## src/rtl/shot_launcher_pkg.sv

```systemverilog
// ============================================================================
// Module   : shot_launcher_pkg
// Brief    : Shared shot-interface widths, FSM state codes and magazine default
// Revision : 1.0 - initial release
// ============================================================================
`default_nettype none

package shot_launcher_pkg;

    localparam int c_X_W                = 11;
    localparam int c_Y_W                = 10;
    localparam int c_SHOT_LIMIT_DEFAULT = 20;

    localparam int c_STATE_W = 2;
    typedef logic [c_STATE_W-1:0] state_t;

    localparam state_t c_ST_IDLE    = 2'd0;
    localparam state_t c_ST_FIRE    = 2'd1;
    localparam state_t c_ST_HOLDOFF = 2'd2;

endpackage

`default_nettype wire

```

## src/rtl/button_debounce.sv

```systemverilog
// ============================================================================
// Module   : button_debounce
// Brief    : Accepts a new button level after DEBOUNCE stable cycles; 1-cycle rise pulse
// Revision : 1.0 - initial release
// ============================================================================
`default_nettype none

module button_debounce #(
    parameter int DEBOUNCE = 650_000
) (
    input  logic clk,
    input  logic reset,
    input  logic raw,
    output logic level,
    output logic rise
);

    localparam int c_CNT_W = $clog2(DEBOUNCE + 1);

    logic [c_CNT_W-1:0] r_cnt;
    logic               r_level;
    logic               r_rise;

    // r_cnt counts consecutive cycles in which raw disagrees with the accepted level
    always_ff @(posedge clk or posedge reset) begin
        if (reset) begin
            r_cnt   <= '0;
            r_level <= 1'b0;
            r_rise  <= 1'b0;
        end else begin
            r_rise <= 1'b0;
            if (raw == r_level) begin
                r_cnt <= '0;
            end else if (r_cnt == c_CNT_W'(DEBOUNCE - 1)) begin
                r_cnt   <= '0;
                r_level <= raw;
                r_rise  <= raw;
            end else begin
                r_cnt <= r_cnt + c_CNT_W'(1);
            end
        end
    end

    assign level = r_level;
    assign rise  = r_rise;

endmodule

`default_nettype wire

```

## src/rtl/shot_launcher.sv

```systemverilog
// ============================================================================
// Module   : shot_launcher
// Brief    : Debounced fire/reload front end driving the trigger/x/y shot interface
// Revision : 1.0 - initial release
// ============================================================================
`default_nettype none

module shot_launcher
    import shot_launcher_pkg::*;
#(
    parameter int SHOT_LIMIT  = c_SHOT_LIMIT_DEFAULT,
    parameter int DEBOUNCE    = 650_000,
    parameter int TRIGGER_LEN = 4,
    parameter int COOLDOWN    = 32
) (
    input  logic                            clk,
    input  logic                            reset,
    input  logic                            fire_btn,
    input  logic                            reload_btn,
    input  logic [c_X_W-1:0]                aim_x,
    input  logic [c_Y_W-1:0]                aim_y,
    input  logic                            aim_valid,
    input  logic                            busy,
    output logic                            trigger,
    output logic [c_X_W-1:0]                x,
    output logic [c_Y_W-1:0]                y,
    output logic                            clear,
    output logic [$clog2(SHOT_LIMIT+1)-1:0] shots_left,
    output logic                            empty
);

    localparam int c_SHOTS_W = $clog2(SHOT_LIMIT + 1);
    localparam int c_TMR_MAX = (TRIGGER_LEN > COOLDOWN) ? TRIGGER_LEN : COOLDOWN;
    localparam int c_TMR_W   = $clog2(c_TMR_MAX + 1);

    logic w_fire_rise;
    logic w_reload_rise;
    logic w_fire_level;
    logic w_reload_level;
    logic w_unused_levels;

    button_debounce #(.DEBOUNCE(DEBOUNCE)) u_fire_db (
        .clk   (clk),
        .reset (reset),
        .raw   (fire_btn),
        .level (w_fire_level),
        .rise  (w_fire_rise)
    );

    button_debounce #(.DEBOUNCE(DEBOUNCE)) u_reload_db (
        .clk   (clk),
        .reset (reset),
        .raw   (reload_btn),
        .level (w_reload_level),
        .rise  (w_reload_rise)
    );

    assign w_unused_levels = w_fire_level ^ w_reload_level;

    state_t               r_state;
    state_t               w_state_nxt;
    logic [c_TMR_W-1:0]   r_tmr;
    logic [c_TMR_W-1:0]   w_tmr_nxt;
    logic [c_SHOTS_W-1:0] r_shots;
    logic [c_SHOTS_W-1:0] w_shots_nxt;
    logic [c_X_W-1:0]     r_x;
    logic [c_X_W-1:0]     w_x_nxt;
    logic [c_Y_W-1:0]     r_y;
    logic [c_Y_W-1:0]     w_y_nxt;
    logic                 r_clear;
    logic                 w_clear_nxt;
    logic                 r_trigger;
    logic                 r_empty;

    always_comb begin
        w_state_nxt = r_state;
        w_tmr_nxt   = r_tmr;
        w_shots_nxt = r_shots;
        w_x_nxt     = r_x;
        w_y_nxt     = r_y;
        w_clear_nxt = 1'b0;
        case (r_state)
            c_ST_IDLE: begin
                if (w_reload_rise) begin
                    w_clear_nxt = 1'b1;
                    w_shots_nxt = c_SHOTS_W'(SHOT_LIMIT);
                end else if (w_fire_rise && aim_valid && !busy && (r_shots != '0)) begin
                    w_x_nxt     = aim_x;
                    w_y_nxt     = aim_y;
                    w_shots_nxt = r_shots - c_SHOTS_W'(1);
                    w_tmr_nxt   = c_TMR_W'(TRIGGER_LEN - 1);
                    w_state_nxt = c_ST_FIRE;
                end
            end
            c_ST_FIRE: begin
                if (r_tmr == '0) begin
                    w_tmr_nxt   = c_TMR_W'(COOLDOWN - 1);
                    w_state_nxt = c_ST_HOLDOFF;
                end else begin
                    w_tmr_nxt = r_tmr - c_TMR_W'(1);
                end
            end
            c_ST_HOLDOFF: begin
                if (w_reload_rise) begin
                    w_clear_nxt = 1'b1;
                    w_shots_nxt = c_SHOTS_W'(SHOT_LIMIT);
                end
                // Cooldown done: wait here for the hit-marker to finish counting
                if (r_tmr == '0) begin
                    if (!busy) begin
                        w_state_nxt = c_ST_IDLE;
                    end
                end else begin
                    w_tmr_nxt = r_tmr - c_TMR_W'(1);
                end
            end
            default: begin
                w_state_nxt = c_ST_IDLE;
            end
        endcase
    end

    always_ff @(posedge clk or posedge reset) begin
        if (reset) begin
            r_state   <= c_ST_IDLE;
            r_tmr     <= '0;
            r_shots   <= c_SHOTS_W'(SHOT_LIMIT);
            r_x       <= '0;
            r_y       <= '0;
            r_clear   <= 1'b0;
            r_trigger <= 1'b0;
            r_empty   <= 1'b0;
        end else begin
            r_state   <= w_state_nxt;
            r_tmr     <= w_tmr_nxt;
            r_shots   <= w_shots_nxt;
            r_x       <= w_x_nxt;
            r_y       <= w_y_nxt;
            r_clear   <= w_clear_nxt;
            r_trigger <= (w_state_nxt == c_ST_FIRE);
            r_empty   <= (w_shots_nxt == '0);
        end
    end

    assign trigger    = r_trigger;
    assign x          = r_x;
    assign y          = r_y;
    assign clear      = r_clear;
    assign shots_left = r_shots;
    assign empty      = r_empty;

endmodule

`default_nettype wire

```

## config.mk

```make
export PLATFORM = sky130hd
export DESIGN_NAME = shot_launcher
export DESIGN_NICKNAME = d
export VERILOG_FILES = /design/src/rtl/shot_launcher_pkg.sv /design/src/rtl/button_debounce.sv /design/src/rtl/shot_launcher.sv
export SDC_FILE = /design/constraint.sdc
export NUM_CORES = 1
export LEC_CHECK = 0
export CORE_MARGIN = 2
export CORE_UTILIZATION = 43
export CTS_CLUSTER_DIAMETER = 30
export DETAILED_ROUTE_END_ITERATION = 12
export GPL_TIMING_DRIVEN = 0
export MAX_ROUTING_LAYER = met4
export PLACE_DENSITY = 0.75
export SLEW_MARGIN = 20
export SYNTH_ARGS = -nofsm -noshare
export SYNTH_HDL_FRONTEND = slang
export SYNTH_SLANG_ARGS = --single-unit
```

## constraint.sdc

```tcl
create_clock -name clk -period 2.85 [get_ports clk]
set_clock_uncertainty 0.2 [all_clocks]
set_input_delay 0.285 -clock clk [delete_from_list [all_inputs] [get_ports clk]]
set_output_delay 0.285 -clock clk [all_outputs]
set_load 0.02 [all_outputs]
```

==> impl_metrics.json, run 1 <==
{
  "routed_wl_um": 7750,
  "power_density_nw_per_um2": 522,
  "syn_inst": 373,
  "diodes": 0,
  "internal-power_mw": 1.96,
  "port_buffers": 55,
  "die-area_um2": 9870,
  "fillers": 743,
  "rsz0062_at_grt": "no",
  "peakVddDrop_mv": 0.282,
  "yosysUniqueCellTypes": 50,
  "worst_slew_pin_slew_ns": 0.616,
  "combPwrFrac_pct": 10.5,
  "area_delta_synth_final_pct": 24.8,
  "multi_input_area_um2": 1750,
  "ant_nets": 0,
  "setup_viol": 0,
  "tritoncts": "built",
  "dr_total_vias": 3036,
  "design_area_um2": 4880,
  "syn_area_per_cell_um2": 10.5,
  "fin_tns_setup_ns": 0,
  "wl_per_cell_um": 14.0,
  "grt_max_degree": 43,
  "drv_slew": 0,
  "max-slew-margin-rel_pct": 58.8,
  "firstDrtPassIters": 4,
  "fmax_mhz": 379,
  "final_nets": 475,
  "htreeDepth": 3,
  "synth_edf_count": 0,
  "clock_latency_ns": 0.34,
  "pin_count": 56,
  "syn_area_um2": 3910,
  "gp_congestion": 0.867,
  "grt_pass1_vias": 3144,
  "period_needed_ns": 2.64,
  "viasPerCell": 5.50,
  "cts_buffer_depth": 2,
  "drc": 0,
  "clk_pin_slew_ns": 0.08,
  "cts_hold_buf": 0,
  "critPathLaunchType": "register",
  "hold_class": "in -> async",
  "layout-drive-gt1-share_pct": 11.5,
  "status": "finished, final reports clean",
  "rows": 34,
  "antenna_found_initial": 0,
  "synth_top_flop_cell": "dfrtp_1",
  "leakagePower_nw": 2.07,
  "critical_path_class": "reg -> reg",
  "cts-root-buf": "clkbuf_8",
  "required_ns": 2.88,
  "dpl_cell_area_um2": 4620,
  "cp_max_fo": 7,
  "synth_async_sr_flop_share_pct": 100,
  "clkSinkCount": 81,
  "initial_utilization_pct": 44.6,
  "yosysSeqAreaShare_pct": 51.9,
  "die_h_um": 99.3,
  "end_kind": "register",
  "regArea_um2": 2030,
  "dp.final_hpwl_um": 5670,
  "p_sw_mw": 0.583,
  "first_iter_violations": 172,
  "crit_arrival_ns": 2.67,
  "p_seq_share_pct": 47.7,
  "grt_pass1_wl_um": 13500,
  "final_hold_viol_count": 0,
  "yosys_warnings": 0,
  "syn_nets": 408,
  "p_sw_share_pct": 22.9,
  "min_period_over_period_pct": 92.7,
  "cts_buffers": 9,
  "ys_seq_elements": 81,
  "die_width_um": 99.3,
  "overflow": 0,
  "p_clk_share_pct": 41.8,
  "coreArea_um2": 8760,
  "track_usage_pct": 17.2,
  "cap_violations": 0
}
[cells in the final DEF (no fill, tap or decap), drive strengths merged, types with 14 or more instances in the layout]
cell type / instances
dfrtp: 79
clkdlybuf4s50: 55
nor2: 40
mux2: 24
inv: 22
clkbuf: 20
a21oi: 16
nand2: 15
o21ai: 14
xnor2: 14
nand3: 14
[logic make-up (layout without fill, tap and decap cells)]
| family | Yosys count | in the layout | share of synthesized area, % |
|---|---|---|---|
| AND/OR/NAND/NOR | 141 | 141 | 19.7 |
| flip-flops | 81 | 81 | 51.9 |
| XOR/XNOR | 26 | 26 | 5.83 |
| adder cells (fa/ha/maj) | 8 | 8 | 2.56 |
| buffers and inverters | 35 | 106 | 3.46 |
| multiplexers | 25 | 25 | 7.17 |
| AO/OA/AOI/OAI | 57 | 57 | 9.41 |
[critical path, cell delays in order (launching register included)]
cell and delay (ns):
dfrtp_1 0.43, inv_1 0.09, ha_1 0.17, nor4b_2 0.53, o32a_1 0.36, or2_1 0.13, clkbuf_1 0.25, mux2_2 0.37
[synth_stat cells, drive strengths merged (2+ instances only)]
cell / n / area (um^2)
a31oi: 4 / 25.0
nand3: 14 / 82.6
nor2: 40 / 150
ha: 8 / 100
and3: 5 / 31.3
xnor2: 14 / 123
nor4: 6 / 37.5
nor3: 11 / 55.1
inv: 22 / 82.6
a21oi: 16 / 80.1
clkbuf: 10 / 37.5
nand2b: 4 / 25.0
o31ai: 9 / 67.6
nand4: 11 / 68.8
and4: 2 / 17.5
or2: 3 / 18.8
mux2: 24 / 270
xor2: 12 / 105
o41ai: 2 / 17.5
nor4b: 3 / 32.5
dfstp: 2 / 52.6
dfrtp: 79 / 1980
nor2b: 3 / 18.8
buf: 3 / 15.0
nand2: 15 / 56.3
o21ai: 14 / 70.1
or4: 8 / 60.1
or3: 10 / 62.6
[metal layers]
metal | wire (um) | vias up | GRT usage [%] | share of wire (%)
met1 | 3400 | 1489 | 20.3 | 44
li1 | - | 1472 | - | -
met3 | 330 | 8 | 4.01 | 4.3
met4 | 92 | 0 | 6.43 | 1.2
met2 | 3930 | 67 | 28.9 | 51
met5 | 0 | - | - | 0
[flip-flops by register name, summed over array words and instances (netlist names)]
signal             count
trigger                1
empty                  1
u_fire_db.level        1
clear                  1
u_fire_db.r_cnt       20
r_state                2
u_fire_db.rise         1
x                     11
u_reload_db.level      1
u_reload_db.rise       1
shots_left             5
y                     10
r_tmr                  6
u_reload_db.r_cnt     20
[through the flow]
stage          cells  setup slack (ns)  util [%]  hold slack [ns]  total power, mW
2_1_floorplan    373             0.288         -            0.212             1.40
3_3_place_gp     536            -0.960      52.4            0.258             1.49
3_5_place_dp     537           -0.0822      52.7            0.270             1.50
4_1_cts          552             0.205      55.7            0.129             2.57
5_1_grt          552           0.00978      55.7            0.154             2.66
6_report         552             0.209      55.7            0.122             2.55
[power groups by stage]
stage / Combinational, mW / Clock [mW] / Sequential (mW)
CTS: 0.270 / 1.09 / 1.21
global route: 0.299 / 1.14 / 1.22
global placement: 0.255 / 0 / 1.23
detailed placement: 0.268 / 0 / 1.24
floorplan: 0.160 / 0 / 1.24
finish: 0.267 / 1.06 / 1.21
[worst paths after layout]
kind / slack [ns] / depth (start not counted) / startpoint / to
setup / recovery: 0.21 / 7 / shots_left[0] / r_tmr[1]
hold / removal: 0.12 / 2 / reset / u_fire_db.r_cnt[1]
setup reg to reg: 0.21 / 7 / shots_left[0] / r_tmr[1]
hold reg to reg: 0.28 / 1 / u_reload_db.r_cnt[0] / u_reload_db.r_cnt[0]
max in group asynchronous: 1.69 / 3 / reset / shots_left[4]
min in group clk: 0.28 / 1 / u_reload_db.r_cnt[0] / u_reload_db.r_cnt[0]
[repair_timing]
action	4_1_cts	5_1_grt
buffers inserted	0	0
endpoints found under the setup margin	4	0
gates resized for setup	1	0
[cell type report]
class	instances	area share, %
Buffer	13	1.08
Clock buffer	10	2.62
Clock inverter	5	2.64
Inverter	22	1.74
Multi-Input combinational cell	257	35.9
Sequential cell	81	41.6
Tap cell	108	2.77
Timing Repair Buffer	56	11.7
Power figures use the tool's default switching activity.
==> run 2: changes to the inputs <==
- CORE_MARGIN: 2 -> 8
==> run 2 against run 1 <==
Effect of this change: combinational power about the same; die area up 26%; count of clock-buffer cells in the layout down 1; register-to-register slack about the same; sequential power about the same; total power up 3.3%; critical path depth unchanged; worst setup slack better by 0.015 ns; sequential share of layout area down 0.19 points; global-route usage down 3.4 points; critical endpoint unchanged.
==> impl_metrics.json, run 2 (synthesized netlist as in run 1, its figures left out) <==
{
  "status": "finished, final reports clean",
  "htreeDepth": 3,
  "rows": 34,
  "min_period_over_period_pct": 92.2,
  "track_usage_pct": 13.8,
  "final_hold_viol_count": 0,
  "grt_pass1_vias": 3037,
  "clock_latency_ns": 0.35,
  "peakVddDrop_mv": 0.266,
  "instances_no_fill": 552,
  "crit_end": "r_tmr[1]",
  "final_common_cell": "dfrtp_1",
  "fmax_mhz": 381,
  "viasPerCell": 5.49,
  "port_buffers": 55,
  "die_width_um": 111,
  "die_h_um": 111,
  "pin_count": 56,
  "clkSinkCount": 81,
  "fin_ws_ns": 0.224,
  "grt_pass1_wl_um": 14000,
  "r2r-end": "r_tmr[1]",
  "total_power_mw": 2.63,
  "layout_common_cells": "dfrtp_1, clkdlybuf4s50_1, nor2_1",
  "area_delta_synth_final_pct": 25.4,
  "leakagePower_nw": 2.08,
  "max-slew-margin-rel_pct": 58.7,
  "fillers": 732,
  "first_iter_violations": 213,
  "routed_wl_um": 8200,
  "final_util_pct": 55.9,
  "clk_pin_slew_ns": 0.08,
  "dp.cells": 537,
  "cap_violations": 0,
  "cp_max_fo": 7,
  "drc": 0,
  "hold_class": "in -> async",
  "critPathLaunchType": "register",
  "r2r_slack_ns": 0.22,
  "cts_buffer_depth": 2,
  "hold_slack_ns": 0.124,
  "required_ns": 2.89,
  "cts_hold_buf": 0,
  "critical_path_class": "reg -> reg",
  "diodes": 0,
  "wl_per_cell_um": 14.8,
  "drv_slew": 0,
  "end_kind": "register",
  "die-area_um2": 12400,
  "design_area_um2": 4900,
  "r2r-start": "shots_left[1]",
  "cts_buffers": 9,
  "worst_slew_pin_slew_ns": 0.618,
  "initial_utilization_pct": 44.6,
  "fin_tns_setup_ns": 0,
  "period_needed_ns": 2.63,
  "rsz0062_at_grt": "no",
  "dpl_cell_area_um2": 4620,
  "setup_viol": 0,
  "coreArea_um2": 8760,
  "power_density_nw_per_um2": 537,
  "firstDrtPassIters": 4,
  "overflow": 0,
  "final_nets": 475,
  "crit_start": "shots_left[1]",
  "dp.final_hpwl_um": 5900,
  "grt_max_degree": 42,
  "tritoncts": "built",
  "layout-drive-gt1-share_pct": 11.7,
  "reg2reg_depth": 7,
  "crit_arrival_ns": 2.66,
  "place_ws_ns": -0.0323,
  "cts-root-buf": "clkbuf_8",
  "ant_nets": 0,
  "dr_total_vias": 3030,
  "antenna_found_initial": 0,
  "gp_congestion": 0.859
}
[run 2: cell count changes in the layout (fill, tap and decap cells not counted)]
cell | previous run | this run
clkbuf_1 | 11 | 10
clkinv_4 | 1 | 0
bufinv_16 | 4 | 5
clkinv_2 | 0 | 1
[run 2: worst min path at each step]
stage | startpoint | endpoint | slack, ns | cells past startpoint
final | reset | u_fire_db.r_cnt[0] | 0.12 | 2
after global routing | reset | u_fire_db.r_cnt[0] | 0.15 | 2
after CTS | reset | u_fire_db.r_cnt[3] | 0.13 | 2
after detailed placement | u_reload_db.level | u_reload_db.rise | 0.27 | 1
after global placement | u_reload_db.level | u_reload_db.rise | 0.26 | 1
after floorplan | fire_btn | u_fire_db.rise | 0.21 | 2
[run 2: where the power goes]
part	internal, mW	switching, mW	leakage (nW)	total [mW]
Clock	0.753	0.395	0.139	1.15
Combinational	0.116	0.152	0.832	0.269
Sequential	1.18	0.0352	1.11	1.21
Total	2.05	0.582	2.08	2.63
[run 2: critical path, cell delays in order (launching register included)]
cell      delay [ns]
dfrtp_1         0.43
inv_1           0.08
ha_1            0.16
nor4b_2         0.53
o32a_1          0.34
or2_1           0.13
clkbuf_1        0.27
mux2_2          0.37
[run 2: routing by layer]
layer	vias to the layer above	share of wire (%)	routed length, um	GRT usage [%]
met5	-	0	0	-
met4	0	2.2	178	7.20
met3	15	3.7	307	3.17
met2	68	51	4170	22.5
met1	1484	43	3540	15.6
li1	1463	-	-	-
[run 2: timing repair]
action                                  in CTS  in global routing
resized for setup                            0                  1
hold endpoints to repair                     0                  0
setup buffers                                0                  0
endpoints found under the setup margin       0                 21
[run 2: cell type report]
type                    count  area, um^2  area share (%)
well taps                 108         135            2.76
flip-flops and latches     81        2030            41.4
clock inverters             6         155            3.17
clock buffers               9         124            2.53
plain buffers              13        52.6            1.07
multi-input cells         257        1750            35.7
inverters                  22        85.1            1.74
repair buffers             56         571            11.6
==> run 3: changes to the inputs <==
- CORE_ASPECT_RATIO: default -> 1.2
- CORE_MARGIN: 8 -> default
==> run 3 against run 2 <==
Effect of this change: fmax decreased by 1.9%; sequential power is essentially flat; largest cell class unchanged; wire length is the same; final cell count increased by 1.8%; total power down 7.1%; count of clock-buffer cells in the layout grew 2.
==> impl_metrics.json, run 3 (synthesized netlist as in run 1, its figures left out) <==
{
  "worst_slew_pin_slew_ns": 0.647,
  "cts-root-buf": "clkbuf_8",
  "p_sw_mw": 0.610,
  "layout-drive-gt1-share_pct": 11.9,
  "end_kind": "register",
  "crit_arrival_ns": 2.72,
  "wl_per_cell_um": 14.6,
  "period_needed_ns": 2.68,
  "cap_violations": 0,
  "firstDrtPassIters": 4,
  "p_clk_share_pct": 39.2,
  "overflow": 0,
  "combPwrFrac_pct": 11.1,
  "post_cts_resize_count": 0,
  "htreeDepth": 3,
  "ant_nets": 0,
  "cts_setup_buffers": 0,
  "layout_common_cells": "dfrtp_1, clkdlybuf4s50_1, nor2_1",
  "port_buffers": 55,
  "max-slew-margin-rel_pct": 56.8,
  "final_nets": 475,
  "fmax_mhz": 374,
  "first_iter_violations": 170,
  "grt_pass1_wl_um": 13900,
  "final_hold_viol_count": 0,
  "rsz0062_at_grt": "no",
  "cts_buffer_depth": 2,
  "final_common_cell": "dfrtp_1",
  "track_usage_pct": 19.5,
  "p_sw_share_pct": 25.0,
  "gp_congestion": 0.846,
  "critPathLaunchType": "register",
  "initial_utilization_pct": 44.9,
  "tritoncts": "built",
  "die-area_um2": 9480,
  "crit_chain": "inv_1 > ha_1 > nor4b_2 > o32a_1 > or2_1 > clkbuf_1 > mux2_2",
  "crit_path_top_delay_cell": "nor4b_2",
  "leakagePower_nw": 2.06,
  "area_delta_synth_final_pct": 24.6,
  "routed_wl_um": 8200,
  "status": "finished, final reports clean",
  "required_ns": 2.89,
  "dp.final_hpwl_um": 5880,
  "dp.cells": 546,
  "hold_slack_ns": 0.0263,
  "drv_slew": 0,
  "p_seq_share_pct": 49.7,
  "cp_max_fo": 7,
  "critical_path_class": "reg -> reg",
  "grt_max_degree": 61,
  "clk_pin_slew_ns": 0.08,
  "diodes": 0,
  "grt_pass1_vias": 3022,
  "setup_viol": 0,
  "min_period_over_period_pct": 93.9,
  "cts_hold_buf": 0,
  "instances_no_fill": 562,
  "antenna_found_initial": 0,
  "viasPerCell": 5.44,
  "internal-power_mw": 1.83,
  "drc": 0,
  "coreArea_um2": 8700,
  "rows": 37,
  "hold_class": "in -> async",
  "die_width_um": 89.0,
  "clock_latency_ns": 0.36,
  "clkSinkCount": 81,
  "pin_count": 56,
  "max_stage_delay_ns": 0.54,
  "dr_total_vias": 3060,
  "peakVddDrop_mv": 0.262,
  "cts_buffers": 9,
  "power_density_nw_per_um2": 502,
  "die_h_um": 106
}
run 3: through the flow:
step / total power [mW] / utilization (%) / cell area (um^2) / TNS, ns / setup slack [ns]
after floorplan: 1.40 / - / 3910 / 0 / 0.288
after global placement: 1.49 / 52.9 / 4610 / -74.53 / -0.944
after detailed placement: 1.50 / 53.3 / 4640 / 0 / 0.00782
after CTS: 2.46 / 55.9 / 4860 / 0 / 0.123
after global routing: 2.56 / 56.0 / 4870 / 0 / 0.00681
final: 2.44 / 56.0 / 4870 / 0 / 0.173
run 3: path summary, 6_finish.rpt:
path / startpoint / to / slack (ns) / cells past startpoint
hold / removal: reset / x[4] / 0.03 / 2
setup reg to reg: shots_left[0] / r_tmr[1] / 0.17 / 7
setup / recovery: shots_left[0] / r_tmr[1] / 0.17 / 7
max in group asynchronous: reset / shots_left[4] / 1.80 / 3
min in group clk: u_reload_db.r_cnt[0] / u_reload_db.r_cnt[0] / 0.28 / 1
hold reg to reg: u_reload_db.r_cnt[0] / u_reload_db.r_cnt[0] / 0.28 / 1
run 3: final cells by class:
class | instances | area (um^2)
fill | 765 | 3830
sequential | 81 | 2030
multi-input combinational | 257 | 1750
timing repair buffer | 56 | 578
clock buffer | 11 | 151
tap | 117 | 146
inverter | 22 | 85.1
clock inverter | 5 | 77.6
buffer | 13 | 52.6
run 3: metal layers:
layer,GRT usage [%],share of wire (%)
met1,23.4,45
met2,32.0,50
met3,3.96,3.6
met4,7.26,1.9
met5,-,0
run 3: worst max-delay path: cells and delay by family, from the launching register on:
family	cells	cell delay, ns
adders and majority gates	1	0.16
and+or+nand+nor	2	0.68
muxes	1	0.37
buffers and inverters	2	0.36
AOI/OAI and AO/OA	1	0.37
DFF	1	0.42
run 3: power by group through the flow:
| stage | Combinational (mW) | Sequential [mW] | Clock [mW] |
|---|---|---|---|
| global placement | 0.255 | 1.24 | 0 |
| detailed placement | 0.267 | 1.24 | 0 |
| CTS | 0.270 | 1.21 | 0.974 |
| global route | 0.304 | 1.22 | 1.03 |
| finish | 0.272 | 1.22 | 0.958 |
| floorplan | 0.160 | 1.24 | 0 |
